===== src/rtl/ecb_pkg.sv =====
// Shared types for the bit-serial ECB feeder and its matching downstream collector.
package ecb_pkg;

    localparam int BLOCK_W_DEF = 8;

    typedef enum logic {
        IDLE  = 1'b0,
        SHIFT = 1'b1
    } state_e;

endpackage


===== src/rtl/ecb_bit_feeder.sv =====
// Upstream stage of the bit-serial ECB encryptor: takes whole plaintext blocks and streams
// block and key bits, one per transfer, into the 1-bit XOR encryptor with first/last framing.
//
// state | meaning
// IDLE  | no block in flight; accepts a block once a key is loaded
// SHIFT | presenting bit idx of the latched block/key; advances on bit_ready
module ecb_bit_feeder
    import ecb_pkg::*;
#(
    parameter int BLOCK_W   = BLOCK_W_DEF,
    parameter bit MSB_FIRST = 1'b1,
    parameter int CNT_W     = 16
) (
    input  logic               clk,
    input  logic               rst,
    input  logic [BLOCK_W-1:0] key_in,
    input  logic               key_load,
    output logic               key_valid,
    input  logic [BLOCK_W-1:0] pt_in,
    input  logic               pt_valid,
    output logic               pt_ready,
    output logic               pt_bit,
    output logic               k_bit,
    output logic               bit_valid,
    input  logic               bit_ready,
    output logic               bit_first,
    output logic               bit_last,
    output logic               busy,
    output logic [CNT_W-1:0]   blk_count
);

    localparam int IDX_W = $clog2(BLOCK_W);
    localparam logic [IDX_W-1:0] LAST_IDX = IDX_W'(BLOCK_W - 1);

    state_e             state_q, state_d;
    logic [BLOCK_W-1:0] key_q, key_d;
    logic               key_valid_q, key_valid_d;
    logic [BLOCK_W-1:0] pt_sr_q, pt_sr_d;
    logic [BLOCK_W-1:0] k_sr_q, k_sr_d;
    logic [IDX_W-1:0]   idx_q, idx_d;
    logic [CNT_W-1:0]   blk_count_q, blk_count_d;

    logic [IDX_W-1:0]   sel;
    logic               shifting;
    logic               at_last;
    logic               xfer;
    logic               accept;

    always_comb begin
        shifting = (state_q == SHIFT);
        at_last  = shifting && (idx_q == LAST_IDX);
        xfer     = shifting && bit_ready;
        pt_ready = key_valid_q && (!shifting || (at_last && bit_ready));
        accept   = pt_valid && pt_ready;
        sel      = MSB_FIRST ? (LAST_IDX - idx_q) : idx_q;
    end

    // idx parks on the last position after a block ends, so pt_bit/k_bit keep showing the
    // last transferred bit while idle without a separate holding register.
    assign pt_bit    = pt_sr_q[sel];
    assign k_bit     = k_sr_q[sel];
    assign bit_valid = shifting;
    assign bit_first = shifting && (idx_q == '0);
    assign bit_last  = at_last;
    assign busy      = shifting;
    assign key_valid = key_valid_q;
    assign blk_count = blk_count_q;

    always_comb begin
        state_d     = state_q;
        key_d       = key_q;
        key_valid_d = key_valid_q;
        pt_sr_d     = pt_sr_q;
        k_sr_d      = k_sr_q;
        idx_d       = idx_q;
        blk_count_d = blk_count_q;

        // A same-cycle load lands in key_q only; the block below snapshots the old key_q.
        if (key_load) begin
            key_d       = key_in;
            key_valid_d = 1'b1;
        end

        case (state_q)
            IDLE: begin
                if (accept) begin
                    pt_sr_d = pt_in;
                    k_sr_d  = key_q;
                    idx_d   = '0;
                    state_d = SHIFT;
                end
            end
            SHIFT: begin
                if (xfer) begin
                    if (idx_q == LAST_IDX) begin
                        blk_count_d = blk_count_q + 1'b1;
                        if (accept) begin
                            pt_sr_d = pt_in;
                            k_sr_d  = key_q;
                            idx_d   = '0;
                        end else begin
                            state_d = IDLE;
                        end
                    end else begin
                        idx_d = idx_q + 1'b1;
                    end
                end
            end
            default: state_d = IDLE;
        endcase
    end

    always_ff @(posedge clk) begin
        if (rst) begin
            state_q     <= IDLE;
            key_q       <= '0;
            key_valid_q <= 1'b0;
            pt_sr_q     <= '0;
            k_sr_q      <= '0;
            idx_q       <= '0;
            blk_count_q <= '0;
        end else begin
            state_q     <= state_d;
            key_q       <= key_d;
            key_valid_q <= key_valid_d;
            pt_sr_q     <= pt_sr_d;
            k_sr_q      <= k_sr_d;
            idx_q       <= idx_d;
            blk_count_q <= blk_count_d;
        end
    end

endmodule


===== config.mk =====
export PLATFORM = sky130hd
export DESIGN_NAME = ecb_bit_feeder
export DESIGN_NICKNAME = d
export VERILOG_FILES = /design/src/rtl/ecb_pkg.sv /design/src/rtl/ecb_bit_feeder.sv
export SDC_FILE = /design/constraint.sdc
export NUM_CORES = 1
export LEC_CHECK = 0
export ABC_AREA = 1
export CAP_MARGIN = 15
export CORE_MARGIN = 4
export CORE_UTILIZATION = 32
export CTS_CLUSTER_DIAMETER = 40
export CTS_CLUSTER_SIZE = 28
export DETAILED_ROUTE_END_ITERATION = 10
export GPL_TIMING_DRIVEN = 0
export RECOVER_POWER = 100
export SYNTH_ARGS = -nofsm -noshare
export SYNTH_HDL_FRONTEND = slang
export SYNTH_SLANG_ARGS = --single-unit

===== constraint.sdc =====
create_clock -name clk -period 2.95 [get_ports clk]
set_clock_uncertainty 0.1 [all_clocks]
set_input_delay 0.295 -clock clk [delete_from_list [all_inputs] [get_ports clk]]
set_output_delay 0.295 -clock clk [all_outputs]
set_load 0.05 [all_outputs]

# Yosys cells after proc, flatten, opt, wreduce, memory -nomap -nowiden
# Cells that the tools add are included.
[classes]
add_sub_neg = 3
n_eq_ne = 3
bitwise = 1
muxes = 20
shift = 0
n_lt_le_gt_ge = 1
div = 0
n_mul = 0
n_reduce_logical = 11
[op_table]
columns = ["op", "n"]
rows = [
  ["8-bit 2-to-1 mux", 6],
  ["8-bit one-hot mux with 2 select lines", 2],
  ["16-bit by 1-bit adder with 16-bit output, second input constant", 1],
  ["3-bit 2-to-1 mux", 3],
  ["1-bit binary-select mux with 3-bit select", 2],
  ["1-bit logical AND", 6],
  ["3-bit one-hot mux with 2 select lines", 1],
  ["1-bit 2-to-1 mux", 5],
  ["3-bit by 4-bit less-than comparator with 1-bit output, second input constant", 1],
  ["2-bit by 1-bit inequality test with 1-bit output, second input constant", 2],
  ["3-bit by 1-bit adder with 3-bit output, second input constant", 1],
  ["3-bit equality test, second input constant", 1],
  ["3-bit zero test", 1],
  ["3-bit AND reduction", 1],
  ["3-bit subtractor, first input constant", 1],
  ["1-bit one-hot mux with 2 select lines", 1],
  ["2-bit AND reduction", 1],
  ["1-bit zero test", 1],
  ["1-bit logical OR", 1],
  ["1-bit inverter", 1],
]
[word_totals]
wordCells = 46
regBits = 45
input_bits = 21
romBits = 0
mem_bits_rw = 0
latchBits = 0
memories = 0
out_inout_bits = 24

# Longest topological paths before layout
# Gate-level depths: netlist of the first run.
[depth]
ltp_word = 10
depth_mapped = 9
mapped_depth_nobuf = 8

# Least setup slack after synthesis of the first run
# No wires, ideal clock.
[synth_path]
kind = "register -> output"
from = "register state_q, in the netlist bit_valid"
to = "output bit_first"
slack_ns = 1.070
path_buffers = 0
t_arrival_ns = 1.485
path_stages_with_launch = 3
required_time_ns = 2.555
cell_sequence = "dfxtp_1 nand2_1 nor2_1"
[synth_between]
elab_chain_len = 1
[synth_lines]
columns = ["item", "line_no", "rtl"]
rows = [
  ["start: declaration", "ecb_bit_feeder.sv:35", "state_e state_q, state_d;"],
  ["start signal: assignment", "ecb_bit_feeder.sv:123", "state_q <= state_d;"],
  ["1-bit logical AND", "ecb_bit_feeder.sv:63", "assign bit_first = shifting && (idx_q == '0);"],
  ["end: declaration", "ecb_bit_feeder.sv:26", "output logic bit_first,"],
]
# Every way passes these cells.

# Worst setup path in the final report of the first run
[layout_path]
from = "register idx_q[0]"
to = "output k_bit"
[layout_between]
elab_chain_len = 3
[layout_lines]
columns = ["item", "line_no", "rtl"]
rows = [
  ["start: declaration", "ecb_bit_feeder.sv:40", "logic [IDX_W-1:0] idx_q, idx_d;"],
  ["start signal: assignment", "ecb_bit_feeder.sv:128", "idx_q <= idx_d;"],
  ["3-bit subtractor", "ecb_bit_feeder.sv:55", "sel = MSB_FIRST ? (LAST_IDX - idx_q) : idx_q;"],
  ["1-bit binary-select mux with 3-bit select", "ecb_bit_feeder.sv:61", "assign k_bit = k_sr_q[sel];"],
  ["1-bit 2-to-1 mux (implied by the code)", "ecb_bit_feeder.sv:61", ""],
  ["end: declaration", "ecb_bit_feeder.sv:23", "output logic k_bit,"],
]
# Every way passes these cells. The select of a mux whose other input is x is not followed.

==> results of run 1 <==
synthesized netlist by cell type:
cell,n
nor2_1,47
dfxtp_1,45
nand2_1,45
a21oi_1,32
o21ai_0,28
inv_1,25
nand3_1,19
buf_2,4
ha_1,4
nor3_1,4
xor2_1,4
buf_4,3
clkbuf_1,2
clkinv_1,2
nand3_2,2
nand4_2,2
nor2_2,2
nor2_4,2
o21a_1,2
and3_1,1
buf_1,1
buf_6,1
inv_2,1
mux2i_1,1
nand2_2,1
nand3b_1,1
nand4_1,1
o21ai_1,1
o21ai_2,1
xnor2_1,1
sequential cells by signal, indices dropped and copies added, names as in the netlist:
| register | flops |
|---|---|
| blk_count | 16 |
| idx_q | 3 |
| pt_sr_q | 8 |
| key_valid | 1 |
| key_q | 8 |
| k_sr_q | 8 |
| bit_valid | 1 |
through the flow:
stage | power (mW) | area, µm² | std cells | util, % | worst slack, ns
global route | 1.255 | 2648 | 412 | 41.93 | 0.03764
CTS | 1.212 | 2688 | 412 | 42.57 | 0.2137
global placement | 0.7983 | 2587 | 404 | 40.98 | 0.2829
detailed placement | 0.8001 | 2587 | 404 | 40.98 | 0.2758
finish | 1.201 | 2648 | 412 | 41.93 | 0.2365
floorplan | 0.7390 | 2071 | 285 | - | 1.070
worst min path at each step:
stage | startpoint | slack, ns | endpoint | depth (start not counted)
global route | rst | 0.18 | k_sr_q[7] | 2
CTS | rst | 0.17 | k_sr_q[3] | 2
floorplan | pt_sr_q[1] | 0.33 | pt_sr_q[1] | 2
global placement | k_sr_q[1] | 0.35 | k_sr_q[1] | 2
finish | rst | 0.17 | k_sr_q[7] | 2
detailed placement | k_sr_q[5] | 0.35 | k_sr_q[5] | 2
per-layer routing:
layer / vias up / GRT usage, % / wire length (µm)
li1: 1026 / - / -
met1: 879 / 19.20 / 2506
met2: 37 / 22.50 / 2251
met3: 7 / 2.793 / 217
met4: 0 / 4.670 / 74
met5: - / 0 / 0
logic make-up after synthesis:
logic type      Yosys count  synth area share [%]
mux                       1                0.4834
fa+ha+maj                 4                 2.417
flops                    45                 43.50
xor+xnor                  5                 2.115
buf+inv                  39                 8.217
compound gates           64                 15.89
simple gates            127                 27.37
cell type report:
cell class              instances  area [µm²]  share of cell area, %
flip-flops and latches         45       900.9                  34.03
clock buffers                   7       96.34                  3.639
plain buffers                  11       55.05                  2.079
repair buffers                 42       419.2                  15.83
inverters                      28       105.1                  3.970
multi-input cells             201       969.7                  36.63
well taps                      77       96.34                  3.639
clock inverters                 1       5.005                 0.1890
power by group through the flow:
stage | sequential (mW) | combinational [mW] | clock, mW
3_5_place_dp | 0.654 | 0.146 | 0
3_3_place_gp | 0.653 | 0.145 | 0
6_report | 0.639 | 0.142 | 0.420
2_1_floorplan | 0.657 | 0.0817 | 0
4_1_cts | 0.639 | 0.146 | 0.427
5_1_grt | 0.642 | 0.159 | 0.454
==> impl_metrics.env, run 1 <==
export IMPL_status="complete, no violations"
export IMPL_setup_viol_count_final=0
export IMPL_cts_made_buffers=5
export IMPL_critPathArrivalTime_ns=2.32
export IMPL_finalMaxSlewViolations=0
export IMPL_routabilityCongestion=0.8280
export IMPL_grtUsageTotal_pct=14.13
export IMPL_cts_sinks=45
export IMPL_cts_clk_slew_worst_paths_ns=0.08
export IMPL_clk_path_buf_depth=2
export IMPL_nFillCells=705
export IMPL_grt_pass1_vias=1886
export IMPL_hold_ws_ns=0.1735
export IMPL_grt_max_degree=14
export IMPL_crit_family="buffers and inverters"
export IMPL_hold_viol_final=0
export IMPL_crit_cells=7
export IMPL_r2r_start="idx_q[1]"
export IMPL_synth_net_count=310
export IMPL_crit_chain="buf_4 -> clkinv_1 -> a21oi_1 -> o21ai_0 -> nand2_1 -> o21a_1 -> clkdlybuf4s50_1"
export IMPL_rsz0062_at_grt="false"
export IMPL_post_cts_resized=1
export IMPL_pwr_share_comb_pct=11.8
export IMPL_power_density_nw_per_um2=453.5
export IMPL_ioPinCount=45
export IMPL_endpoint="k_bit"
export IMPL_die_x_um=88.44
export IMPL_worst_path_buf_inv=3
export IMPL_mostFrequentLayoutCell="nor2_1"
export IMPL_netlist_top_cells_area="dfxtp_1, nor2_1, nand2_1"
export IMPL_endpoint_kind="output port"
export IMPL_reg2reg_setup_slack_ns=0.78
export IMPL_htree_levels=2
export IMPL_startpoint="idx_q[0]"
export IMPL_cp_start_kind="flop"
export IMPL_hpwl_um=3786
export IMPL_first_pass_iters=4
export IMPL_synth_distinct_cells=30
export IMPL_clock_latency_ns=0.29
export IMPL_die_height_um=88.44
export IMPL_antenna_found_initial=0
export IMPL_core_area_um2=6314
export IMPL_layout_drive_gt1_share_pct=5.373
export IMPL_power_frac_clock_pct=35.0
export IMPL_netlist_area_um2=2071
export IMPL_cts_setup_buffers=0
export IMPL_yosysTopAreaCellShare_pct=43.50
export IMPL_yosysTopAreaCell="dfxtp_1"
export IMPL_drt_iter0_drc=152
export IMPL_worstPathMaxFanout=10
export IMPL_initial_utilization_pct=32.80
export IMPL_seq_area_frac_synth_pct=43.50
export IMPL_dieArea_um2=7822
export IMPL_critPathKind="flop to output port"
export IMPL_syn_mean_instance_area_um2=7.266
export IMPL_ir_worst_vdd_mv=0.1976
export IMPL_avgViaCountPerCell=4.731
export IMPL_synthCells=285
export IMPL_fin_nets=359
export IMPL_relSlewSlack_pct=65.30
export IMPL_period_needed_ns=2.713
export IMPL_required_ns=2.56
export IMPL_portBuffers=42
export IMPL_syn2layout_area_growth_pct=27.86
export IMPL_vias=1949
export IMPL_grt_first_pass_wirelength_um=8645
export IMPL_max_cap_violations=0
export IMPL_wl_per_cell_um=12.26
export IMPL_p_int_mw=0.8961
export IMPL_slowest_stage="clkdlybuf4s50_1"
export IMPL_timing_rr_end="k_sr_q[2]"
export IMPL_ys_ff_latch=45
export IMPL_cts_root_buffer="clkbuf_8"
export IMPL_num_antenna_cells=0
export IMPL_swShare_pct=25.37
export IMPL_cts_tree="done"
export IMPL_grt_overflow=0
export IMPL_ant_nets=0
export IMPL_tightest_slew_ns=0.5205
export IMPL_p_switching_mw=0.3046
export IMPL_r2r_cells=8
export IMPL_holdBufCountCts=0
export IMPL_layout_common_cells="nor2_1, nand2_1, dfxtp_1, a21oi_1, o21ai_0"
export IMPL_drc=0
export IMPL_cpPeakStageDelay_ns=0.80
export IMPL_finalCritPeriodShare_pct=91.98
export IMPL_yosysWarnings=0
export IMPL_pwr_share_seq_pct=53.2
export IMPL_hold_class="primary input to flop"
export IMPL_max_freq_mhz=368.5
export IMPL_drt_wl_total_um=5050
export IMPL_fin_tns_setup_ns=0
export IMPL_power_leakage_nw=1.065
export IMPL_rows=29
Power figures use the tool's default switching activity.
==> inputs of run 2 (changes only) <==
--- a/config.mk
+++ b/config.mk
@@ -13,6 +13,7 @@
 export CTS_CLUSTER_SIZE = 28
 export DETAILED_ROUTE_END_ITERATION = 10
 export GPL_TIMING_DRIVEN = 0
+export PLACE_DENSITY = 0.64
 export RECOVER_POWER = 100
 export SYNTH_ARGS = -nofsm -noshare
 export SYNTH_HDL_FRONTEND = slang
==> run 2 against run 1 <==
Effect of this change:
- first-iteration DRC count shrank 31%
- largest power group unchanged
- cell count fell by 0.24%
- non-clock buffer count is the same
- cell area down 0.57%
- sequential power barely moved
- register-to-register slack gained 0.04 ns
- setup slack better by 0.0064 ns
- critical path depth unchanged
- total power is 3.0% lower
- critical endpoint is now pt_bit
- combinational power barely moved
- utilization down 0.24 points
==> impl_metrics.env, run 2 (synthesized netlist as in run 1, its figures left out) <==
export IMPL_met1_length_um=2548
export IMPL_ioPinCount=45
export IMPL_portBuffers=42
export IMPL_crit_chain="buf_4 -> clkinv_1 -> a21oi_1 -> o21ai_0 -> nand3_1 -> o21a_1 -> clkdlybuf4s50_1"
export IMPL_ant_nets=0
export IMPL_hold_viol_final=0
export IMPL_layout_common_cells="nor2_1, nand2_1, dfxtp_1, a21oi_1, o21ai_0"
export IMPL_drt_wl_total_um=4950
export IMPL_highest_layer="met4"
export IMPL_status="complete, no violations"
export IMPL_finalCritPeriodShare_pct=91.77
export IMPL_rows=29
export IMPL_cts_setup_buffers=0
export IMPL_avgViaCountPerCell=4.710
export IMPL_antenna_found_initial=0
export IMPL_cts_tree="done"
export IMPL_dieArea_um2=7822
export IMPL_endpoint_kind="output port"
export IMPL_slowest_stage="clkdlybuf4s50_1"
export IMPL_mostFrequentLayoutCell="nor2_1"
export IMPL_worstPathMaxFanout=10
export IMPL_instances_no_fill=411
export IMPL_power_density_nw_per_um2=442.5
export IMPL_period_needed_ns=2.707
export IMPL_fin_nets=359
export IMPL_critPathKind="flop to output port"
export IMPL_drc=0
export IMPL_largest_register_ffs=16
export IMPL_max_cap_violations=0
export IMPL_clock_latency_ns=0.29
export IMPL_hpwl_um=3750
export IMPL_wl_per_cell_um=12.04
export IMPL_placed_cells_incl_taps=404
export IMPL_initial_utilization_pct=32.80
export IMPL_cts_root_buffer="clkbuf_8"
export IMPL_max_freq_mhz=369.4
export IMPL_cpPeakStageDelay_ns=0.80
export IMPL_routabilityCongestion=0.7770
export IMPL_num_antenna_cells=0
export IMPL_vias=1936
export IMPL_grt_max_degree=13
export IMPL_power_leakage_nw=1.055
export IMPL_dr_wl_met2_um=2138
export IMPL_relSlewSlack_pct=66.27
export IMPL_cts_made_buffers=5
export IMPL_clk_path_buf_depth=2
export IMPL_required_ns=2.56
export IMPL_cts_sinks=45
export IMPL_hold_start="rst"
export IMPL_cp_start_kind="flop"
export IMPL_setup_viol_count_final=0
export IMPL_r2r_start="idx_q[1]"
export IMPL_layout_drive_gt1_share_pct=4.790
export IMPL_htree_levels=2
export IMPL_core_area_um2=6314
export IMPL_drt_iter0_drc=105
export IMPL_grt_pass1_vias=1812
export IMPL_nFillCells=702
export IMPL_grt_first_pass_wirelength_um=8383
export IMPL_critPathArrivalTime_ns=2.31
export IMPL_startpoint="idx_q[0]"
export IMPL_ir_worst_vdd_mv=0.1902
export IMPL_cts_clk_slew_worst_paths_ns=0.08
export IMPL_ff_latch_area_um2=900.9
export IMPL_rsz0062_at_grt="false"
export IMPL_finalMaxSlewViolations=0
export IMPL_grt_overflow=0
export IMPL_hold_class="primary input to flop"
export IMPL_grtUsageTotal_pct=13.71
export IMPL_fin_tns_setup_ns=0
export IMPL_die_height_um=88.44
export IMPL_first_pass_iters=4
export IMPL_met3WireLength_um=249
export IMPL_multi_input_area_um2=969.7
export IMPL_syn2layout_area_growth_pct=27.13
export IMPL_die_x_um=88.44
export IMPL_tightest_slew_ns=0.5042
## run 2: cell count changes in the layout (fill, tap and decap cells not counted)
| cell | before | now |
|---|---|---|
| clkbuf_1 | 5 | 6 |
| clkbuf_8 | 7 | 6 |
| clkinv_2 | 1 | 0 |
## run 2: area by class of cell
cell class	instances	share of cell area, %
tap	77	3.660
timing repair buffer	42	15.92
clock buffer	7	3.279
multi-input combinational	201	36.83
buffer	11	2.091
inverter	28	3.992
sequential	45	34.22
## run 2: per-stage QoR
step	power [mW]	util, %	cell area [µm²]	setup WS [ns]	hold slack [ns]
floorplan	0.7390	-	2071	1.070	0.3294
global placement	0.7976	40.98	2587	0.3213	0.3426
detailed placement	0.7997	40.98	2587	0.3193	0.3486
CTS	1.180	42.33	2673	0.2083	0.1711
global route	1.220	41.70	2633	0.08456	0.1807
finish	1.165	41.70	2633	0.2429	0.1721
## run 2: worst max-delay path, delay by kind of cell, from the launching register on
| kind | cells | cell delay, ns |
|---|---|---|
| buffers and inverters | 3 | 1.19 |
| AO/OA/AOI/OAI | 3 | 0.41 |
| flip-flops | 1 | 0.35 |
| AND/OR/NAND/NOR | 1 | 0.08 |
## run 2: what timing repair did
action	4_1_cts	5_1_grt
resized for setup	1	0
setup endpoints to repair	1	0
hold buffers	0	0
## run 2: power breakdown
group | internal [mW] | switching [mW] | leakage [nW]
combinational | 0.0560 | 0.0858 | 0.644
sequential | 0.628 | 0.0108 | 0.367
clock | 0.186 | 0.198 | 0.0443
## run 2: worst paths after layout
check                            endpoint  slack [ns]  cells after the start
worst min-delay path            k_sr_q[3]        0.17                      2
worst max register to register  k_sr_q[2]        0.82                      8
worst max-delay path               pt_bit        0.24                      7
worst min register to register  k_sr_q[1]        0.36                      2
## run 2: metal layers
layer / vias up / global-route usage (%)
li1: 1019 / -
met1: 877 / 19.40
met2: 38 / 21.07
met3: 2 / 3.911
met4: 0 / 2.473
met5: - / 0
==> inputs of run 3 (changes only) <==
--- a/config.mk
+++ b/config.mk
@@ -12,7 +12,6 @@
 export CTS_CLUSTER_DIAMETER = 40
 export CTS_CLUSTER_SIZE = 28
 export DETAILED_ROUTE_END_ITERATION = 10
-export GPL_TIMING_DRIVEN = 0
 export PLACE_DENSITY = 0.64
 export RECOVER_POWER = 100
 export SYNTH_ARGS = -nofsm -noshare
==> run 3 against run 2 <==
Effect of this change:
- non-clock buffer count down 6
- total power up 0.87%
- critical path type unchanged
- routed wire length down 0.46%
- register-to-register slack worse by 0.36 ns
- sequential share of layout area up 0.25 points
- setup slack better by 0.0049 ns
- combinational power down 4%
- fmax up 0.18%
- first-iteration DRC count up 70%
- cell area down 0.71%
- global-route usage down 0.34 points
- hold slack better by 0.19 ns
==> impl_metrics.env, run 3 (synthesized netlist as in run 1, its figures left out) <==
export IMPL_cts_root_buffer="clkbuf_8"
export IMPL_cts_made_buffers=5
export IMPL_required_ns=2.56
export IMPL_cts_tree="done"
export IMPL_startpoint="idx_q[0]"
export IMPL_antenna_found_initial=0
export IMPL_htree_levels=2
export IMPL_endpoint_kind="output port"
export IMPL_cts_clk_slew_worst_paths_ns=0.09
export IMPL_finalCritPeriodShare_pct=91.60
export IMPL_hold_ws_ns=0.3653
export IMPL_num_antenna_cells=0
export IMPL_worstPathMaxFanout=12
export IMPL_grt_max_degree=27
export IMPL_holdBufCountCts=0
export IMPL_avgViaCountPerCell=4.714
export IMPL_die_x_um=88.44
export IMPL_p_total_mw=1.175
export IMPL_r2r_start="idx_q[0]"
export IMPL_grt_first_pass_wirelength_um=8273
export IMPL_routabilityCongestion=0.7445
export IMPL_drt_iter0_drc=178
export IMPL_layout_drive_gt1_share_pct=5.167
export IMPL_relSlewSlack_pct=30.77
export IMPL_clk_path_buf_depth=2
export IMPL_initial_utilization_pct=32.80
export IMPL_hold_start="pt_sr_q[5]"
export IMPL_hold_class="flop to flop"
export IMPL_ant_nets=0
export IMPL_pwr_share_seq_pct=54.5
export IMPL_dpl_instance_area_um2=2562
export IMPL_rsz0062_at_grt="false"
export IMPL_power_leakage_nw=1.053
export IMPL_hold_viol_final=0
export IMPL_grt_pass1_vias=1770
export IMPL_fin_tns_setup_ns=0
export IMPL_first_pass_iters=4
export IMPL_largest_register_ffs=16
export IMPL_setup_viol_count_final=0
export IMPL_tightest_slew_ns=1.038
export IMPL_cp_start_kind="flop"
export IMPL_wl_per_cell_um=12.14
export IMPL_finalMaxSlewViolations=0
export IMPL_rows=29
export IMPL_timing_rr_end="pt_sr_q[6]"
export IMPL_endpoint="bit_first"
export IMPL_drc=0
export IMPL_layout_common_cells="nor2_1, nand2_1, dfxtp_1, a21oi_1, o21ai_0"
export IMPL_pwr_share_comb_pct=11.7
export IMPL_ioPinCount=45
export IMPL_max_cap_violations=0
export IMPL_status="complete, no violations"
export IMPL_reg2reg_setup_slack_ns=0.46
export IMPL_nFillCells=685
export IMPL_mostFrequentLayoutCell="nor2_1"
export IMPL_swShare_pct=27.46
export IMPL_max_freq_mhz=370.1
export IMPL_cts_sinks=45
export IMPL_period_needed_ns=2.702
export IMPL_hpwl_um=3497
export IMPL_clock_latency_ns=0.30
export IMPL_ir_worst_vdd_mv=0.1972
export IMPL_syn2layout_area_growth_pct=26.22
export IMPL_dieArea_um2=7822
export IMPL_p_int_mw=0.8526
export IMPL_power_frac_clock_pct=33.8
export IMPL_fin_nets=353
export IMPL_portBuffers=44
export IMPL_critPathArrivalTime_ns=2.31
export IMPL_drt_wl_total_um=4927
export IMPL_final_area_um2=2614
export IMPL_r2r_cells=7
export IMPL_grt_overflow=0
export IMPL_power_density_nw_per_um2=449.6
export IMPL_hold_depth=2
export IMPL_core_area_um2=6314
export IMPL_grtUsageTotal_pct=13.37
export IMPL_p_switching_mw=0.3227
export IMPL_critPathKind="flop to output port"
export IMPL_die_height_um=88.44
export IMPL_vias=1914
[run 3: worst max-delay path, cell delays in order (launching register included)]
cell           delay (ns)
dfxtp_1              0.54
clkinv_1             0.31
ha_1                 0.28
nand2_1              0.06
nor2_1               0.04
dlygate4sd3_1        0.77
[run 3: timing repair]
action / 4_1_cts / 5_1_grt
setup buffers: 0 / 0
endpoints found under the setup margin: 0 / 2
resized for setup: 0 / 2
[run 3: area by class of cell]
class | instances | area, µm² | share of cell area (%)
multi-input combinational | 201 | 977.2 | 37.39
timing repair buffer | 47 | 440.4 | 16.85
tap | 77 | 96.34 | 3.686
clock buffer | 5 | 68.82 | 2.633
clock inverter | 3 | 25.02 | 0.9574
inverter | 28 | 105.1 | 4.021
sequential | 45 | 900.9 | 34.47
[run 3: how the worst min path moves through the flow]
stage	end	slack, ns
CTS	pt_sr_q[5]	0.36
floorplan	pt_sr_q[1]	0.33
finish	pt_sr_q[5]	0.37
global route	pt_sr_q[5]	0.38
global placement	k_sr_q[1]	0.35
detailed placement	k_sr_q[1]	0.35
[run 3: per-stage QoR]
step / util (%) / std cells / setup WS [ns]
6_report: 41.40 / 406 / 0.2477
5_1_grt: 41.40 / 406 / 0.08919
4_1_cts: 42.07 / 406 / 0.1067
3_5_place_dp: 40.59 / 398 / 0.4441
3_3_place_gp: 40.59 / 398 / 0.5356
2_1_floorplan: - / 285 / 1.070
[run 3: per-layer routing]
metal	up-vias	part of all wire (%)	routed length [µm]	GRT usage [%]
met5	-	0	0	0
met4	0	1.0	50	3.571
met3	6	5.5	272	3.631
met2	46	44	2152	20.67
met1	850	50	2452	18.46
li1	1012	-	-	-
[run 3: power by group through the flow]
stage               Sequential, mW  Combinational [mW]  Clock [mW]
finish                       0.641               0.137       0.397
global route                 0.644               0.151       0.435
CTS                          0.641               0.145       0.413
detailed placement           0.655               0.144           0
global placement             0.655               0.142           0
floorplan                    0.657              0.0817           0
